<file path="config.mk">
export PLATFORM = sky130hd
export DESIGN_NAME = ahb_port_arbiter
export DESIGN_NICKNAME = d
export VERILOG_FILES = /design/src/rtl/ahb_port_arbiter.sv
export SDC_FILE = /design/constraint.sdc
export NUM_CORES = 1
export LEC_CHECK = 0
export CAP_MARGIN = 15
export CORE_AREA = 2 2 107 109
export CTS_CLUSTER_SIZE = 20
export DETAILED_ROUTE_END_ITERATION = 7
export DIE_AREA = 0 0 109 111
export GPL_TIMING_DRIVEN = 1
export PLACE_DENSITY = 0.89
export SLEW_MARGIN = 20
export SYNTH_ARGS = -nofsm -noshare
export SYNTH_HDL_FRONTEND = slang
export SYNTH_SLANG_ARGS = --single-unit
</file>
<file path="constraint.sdc">
create_clock -name clk_i -period 2 [get_ports clk_i]
set_clock_uncertainty 0.1 [all_clocks]
set_input_delay 0.2 -clock clk_i [delete_from_list [all_inputs] [get_ports clk_i]]
set_output_delay 0.2 -clock clk_i [all_outputs]
set_load 0.005 [all_outputs]
</file>
<file path="src/rtl/ahb_port_arbiter.sv">
// Shares one AHB master request port between instruction fetch (IF) and load/store (LS).
// LS has fixed priority; a starvation counter forces an IF grant; one transfer outstanding.
module ahb_port_arbiter #(
  parameter int unsigned ADDR_WIDTH   = 32,
  parameter int unsigned DATA_WIDTH   = 32,
  parameter int unsigned STARVE_LIMIT = 4,
  parameter int unsigned CNT_WIDTH    = 3
) (
  input  logic                  clk_i,
  input  logic                  rst_n_i,
  input  logic                  if_req_i,
  input  logic [ADDR_WIDTH-1:0] if_addr_i,
  output logic                  if_gnt_o,
  output logic                  if_ready_o,
  output logic [DATA_WIDTH-1:0] if_rdata_o,
  input  logic                  ls_req_i,
  input  logic                  ls_wr_i,
  input  logic [1:0]            ls_size_i,
  input  logic [ADDR_WIDTH-1:0] ls_addr_i,
  input  logic [DATA_WIDTH-1:0] ls_wdata_i,
  output logic                  ls_gnt_o,
  output logic                  ls_ready_o,
  output logic [DATA_WIDTH-1:0] ls_rdata_o,
  input  logic                  flush_i,
  output logic                  bus_req_o,
  output logic                  bus_wr_o,
  output logic [1:0]            bus_size_o,
  output logic [ADDR_WIDTH-1:0] bus_addr_o,
  output logic [DATA_WIDTH-1:0] bus_wdata_o,
  input  logic                  bus_ready_i,
  input  logic [DATA_WIDTH-1:0] bus_rdata_i,
  output logic                  busy_o
);

  typedef enum logic [1:0] {StIdle, StIfBusy, StLsBusy} state_e;

  state_e                r_state;
  logic [CNT_WIDTH-1:0]  r_cnt;
  logic                  r_drop;
  logic                  r_wr;
  logic [1:0]            r_size;
  logic [ADDR_WIDTH-1:0] r_addr;
  logic [DATA_WIDTH-1:0] r_wdata;

  logic w_slot, w_starved, w_gnt_if, w_gnt_ls, w_if_done, w_ls_done;

  // Gating with rst_n_i keeps the combinational grants low while reset is held.
  assign w_slot    = rst_n_i & ((r_state == StIdle) | bus_ready_i);
  assign w_starved = (r_cnt == CNT_WIDTH'(STARVE_LIMIT));
  assign w_gnt_if  = w_slot & if_req_i & ~flush_i & (~ls_req_i | w_starved);
  assign w_gnt_ls  = w_slot & ls_req_i & ~w_gnt_if;
  assign w_if_done = (r_state == StIfBusy) & bus_ready_i;
  assign w_ls_done = (r_state == StLsBusy) & bus_ready_i;

  assign if_gnt_o    = w_gnt_if;
  assign ls_gnt_o    = w_gnt_ls;
  // A flush landing in the completion cycle also discards that fetch.
  assign if_ready_o  = w_if_done & ~r_drop & ~flush_i;
  assign ls_ready_o  = w_ls_done;
  assign if_rdata_o  = (r_state == StIfBusy) ? bus_rdata_i : '0;
  assign ls_rdata_o  = (r_state == StLsBusy) ? bus_rdata_i : '0;
  assign busy_o      = (r_state != StIdle);
  assign bus_req_o   = busy_o;
  assign bus_wr_o    = r_wr;
  assign bus_size_o  = r_size;
  assign bus_addr_o  = r_addr;
  assign bus_wdata_o = r_wdata;

  always_ff @(posedge clk_i or negedge rst_n_i) begin
    if (!rst_n_i) begin
      r_state <= StIdle;
      r_cnt   <= '0;
      r_drop  <= 1'b0;
      r_wr    <= 1'b0;
      r_size  <= 2'd0;
      r_addr  <= '0;
      r_wdata <= '0;
    end else begin
      if (w_gnt_if) begin
        r_state <= StIfBusy;
        r_wr    <= 1'b0;
        r_size  <= 2'd2;
        r_addr  <= if_addr_i;
        r_wdata <= '0;
      end else if (w_gnt_ls) begin
        r_state <= StLsBusy;
        r_wr    <= ls_wr_i;
        r_size  <= ls_size_i;
        r_addr  <= ls_addr_i;
        r_wdata <= ls_wdata_i;
      end else if (w_slot) begin
        r_state <= StIdle;
      end

      if (w_if_done) begin
        r_drop <= 1'b0;
      end else if ((r_state == StIfBusy) && flush_i) begin
        r_drop <= 1'b1;
      end

      // Counts LS wins while IF is waiting; saturates at the limit.
      if (!if_req_i || w_gnt_if) begin
        r_cnt <= '0;
      end else if (w_gnt_ls && !w_starved) begin
        r_cnt <= r_cnt + 1'b1;
      end
    end
  end

endmodule
</file>
==> results of run 1 <==
==> per-stage QoR <==
stage                     hold WS [ps]  TNS (ps)  power (mW)
after CTS                        84.34     -1191       5.586
after global routing             137.4    -353.5       5.841
after detailed placement         384.4     -9659       3.686
final                            53.48         0       5.590
after floorplan                 -195.6         0       2.454
after global placement           383.4     -7850       3.629
==> worst max-delay path: cells and delay by family, from the launching register on <==
family,cells,cell delay (ps)
DFF,1,410
and+or+nand+nor,2,300
buffers and inverters,4,630
==> kinds of logic (layout without fill, tap and decap cells) <==
logic type                 count (synthesis)  count (layout)  synth area share
DFF                                       73              73            0.5045
AOI/OAI and AO/OA                         79              79            0.1977
buffers and inverters                    126             425            0.1431
and+or+nand+nor                           82              82            0.1479
other                                      0               1                 0
adders and majority gates                  2               2          0.006910
==> area by class of cell <==
cell class / instances / area [sq um]
fill: 864 / 4064
clock buffer: 11 / 242.7
timing repair buffer: 307 / 2974
sequential: 73 / 1828
clock inverter: 5 / 102.6
multi-input combinational: 163 / 1301
antenna: 1 / 2.502
inverter: 102 / 382.9
tap: 143 / 178.9
==> power by group <==
part	leakage, nW	internal (mW)	switching, mW	total, mW
registers	0.866	1.76	0.182	1.94
clock network	0.166	1.25	0.617	1.87
logic	2.61	1.15	0.629	1.78
total	3.65	4.16	1.43	5.59
==> cells in the mapped netlist <==
master	count	area (sq um)
or2_2	1	6.260
a22o_1	34	297.8
buf_6	4	45.04
a211o_1	1	8.760
a21oi_1	2	10.01
and4b_1	1	10.01
nor4_4	2	42.54
ha_1	2	25.02
or3_1	1	6.260
dfrtp_1	73	1827
nor3_1	1	5.000
nand3_1	2	10.01
o22ai_1	2	12.51
a21bo_2	1	10.01
a211oi_1	1	7.510
nand4b_1	1	8.760
clkbuf_1	10	37.54
o21ba_2	1	10.01
a222oi_1	32	320.3
and2_1	65	406.6
a22oi_1	1	7.510
inv_1	102	382.9
a21o_1	2	15.01
nand2b_1	2	12.51
a21boi_0	1	7.510
o221ai_1	1	8.760
buf_4	1	7.510
nor2b_1	2	12.51
buf_2	9	45.04
nand2_1	4	15.01
==> state kept, by name (all words and copies together) (netlist names) <==
register,cells
bus_wr_o,1
bus_wdata_o,32
r_cnt,3
r_state,2
bus_size_o,2
bus_addr_o,32
r_drop,1
==> what timing repair did <==
action / 4_1_cts / 5_1_grt
hold buffers: 0 / 0
buffers inserted: 6 / 6
pin swaps: 0 / 1
endpoints found under the setup margin: 100 / 43
endpoints found under the hold margin: 0 / 0
gates resized for setup: 83 / 54
gates cloned: 2 / 2
==> worst paths after layout <==
path / to / depth (start not counted) / startpoint
min in group clk_i: r_cnt[1] / 3 / rst_n_i
hold / removal: bus_addr_o[3] / 2 / rst_n_i
hold reg to reg: bus_wdata_o[27] / 1 / bus_wdata_o[27]
setup / recovery: if_rdata_o[1] / 6 / r_state[0]
setup reg to reg: bus_addr_o[28] / 5 / r_state[1]
max in group asynchronous: r_state[1] / 2 / rst_n_i
==> metal layers <==
metal | part of all wire | GRT usage
met3 | 0.091 | 0.06702
met1 | 0.35 | 0.2410
met4 | 0.019 | 0.07607
met5 | 0 | 0
met2 | 0.54 | 0.4137
==> reports/qor.yml, run 1 <==
run_status:
  status: "finished, final reports clean"
cts:
  h-tree-depth: 3
  clk_latency_ps: 330
  ctsRootBufferMaster: "clkbuf_16"
  numCtsBuffers: 9
  clk_path_buf_depth: 2
  cts_tree: "done"
  path_clk_slew_ps: 60
  cts_sinks: 73
min_path:
  min_path_type: "input port to asynchronous set/reset pin"
timing:
  maxSlewHeadroom: 0.3958
  drv_slew: 0
  hold_viol_final: 0
  post-route-min-period_ps: 1967
  fin_crit_sh: 0.9834
  worst_slack_ps: 33.25
  max_freq_ghz: 0.5085
  rsz0062_at_grt: "yes"
  setup-violations-final: 0
  worst_pin_slew_ps: 906.3
logic_synthesis:
  avgSynthCellArea_sq_um: 10.00
  synth.net_count: 501
  syn_inst: 362
  syn-cell-area_sq_mm: 0.003621
  synth-seq-cells: 73
  synthDistinctLibCells: 30
  synth-seq-area-share: 0.5045
  synth_warnings: 0
final_layout:
  postLayoutCoreUtil: 0.6331
  final_common_cell: "clkdlybuf4s50_1"
  nets: 795
  drive_above_1_share: 0.1180
  stdcell_count: 805
  layout_common_cells: "clkdlybuf4s50_1, inv_1, dfrtp_1, and2_1, dlygate4sd2_1"
  final_area_sq_mm: 0.007013
  syn2layout_area_growth_pct: 93.68
floorplanning:
  num_rows: 39
  die_x_um: 109
  die_area_sq_mm: 0.01210
  core-area_sq_mm: 0.01108
  io_pins: 274
  die_height_um: 111
  start_util: 0.3269
placed_design:
  portBuffers: 273
  place_inst: 772
  dp_slack_ps: -213.7
  hpwl_mm: 10.23
  gp_congestion: 0.7639
  placed_cell_area_sq_mm: 0.006566
critical_path:
  arrival_ps: 1670
  cp.required_ps: 1700
  cpMostUsedCell: "buf_4"
  path_max_fanout: 12
  max_stage_delay_ps: 410
  crit_slowest_cell: "dfrtp_1"
  end_kind: "output port"
  cp-start-kind: "flip-flop"
  reg2reg_slack_ps: 60
  crit_chain: "nor2b_4 > buf_4 > buf_4 > clkbuf_16 > and2_1 > clkdlybuf4s15_1"
  critPathKind: "flip-flop to output port"
pwr:
  ir_drop_mv: 0.4329
  leakagePower_nw: 3.646
  power_density_mw_per_mm2: 797.1
job:
  cap_violations: 0
global_route:
  grt_pass1_vias: 4190
  grt_max_degree: 74
  antenna_found_initial: 1
  grt_pass1_wl_mm: 21.11
  overflow: 0
  grt_usage: 0.2256
drt:
  viasPerCell: 4.901
  wire_per_inst_um: 17.35
  first_iter_violations: 398
  drt_wl_total_mm: 13.96
  drc: 0
  num_vias: 3945
  postRouteAntennaNets: 0
  drtPass1Iterations: 8
No activity file was read; power rests on OpenSTA's default activity.
==> run 2: changes to the inputs <==
--- a/config.mk
+++ b/config.mk
@@ -5,6 +5,7 @@
 export SDC_FILE = /design/constraint.sdc
 export NUM_CORES = 1
 export LEC_CHECK = 0
+export ABC_CLOCK_PERIOD_IN_PS = 2000
 export CAP_MARGIN = 15
 export CORE_AREA = 2 2 107 109
 export CTS_CLUSTER_SIZE = 20
==> results of run 2 <==
Final layout, timing and power as in run 1 (identical DEF).
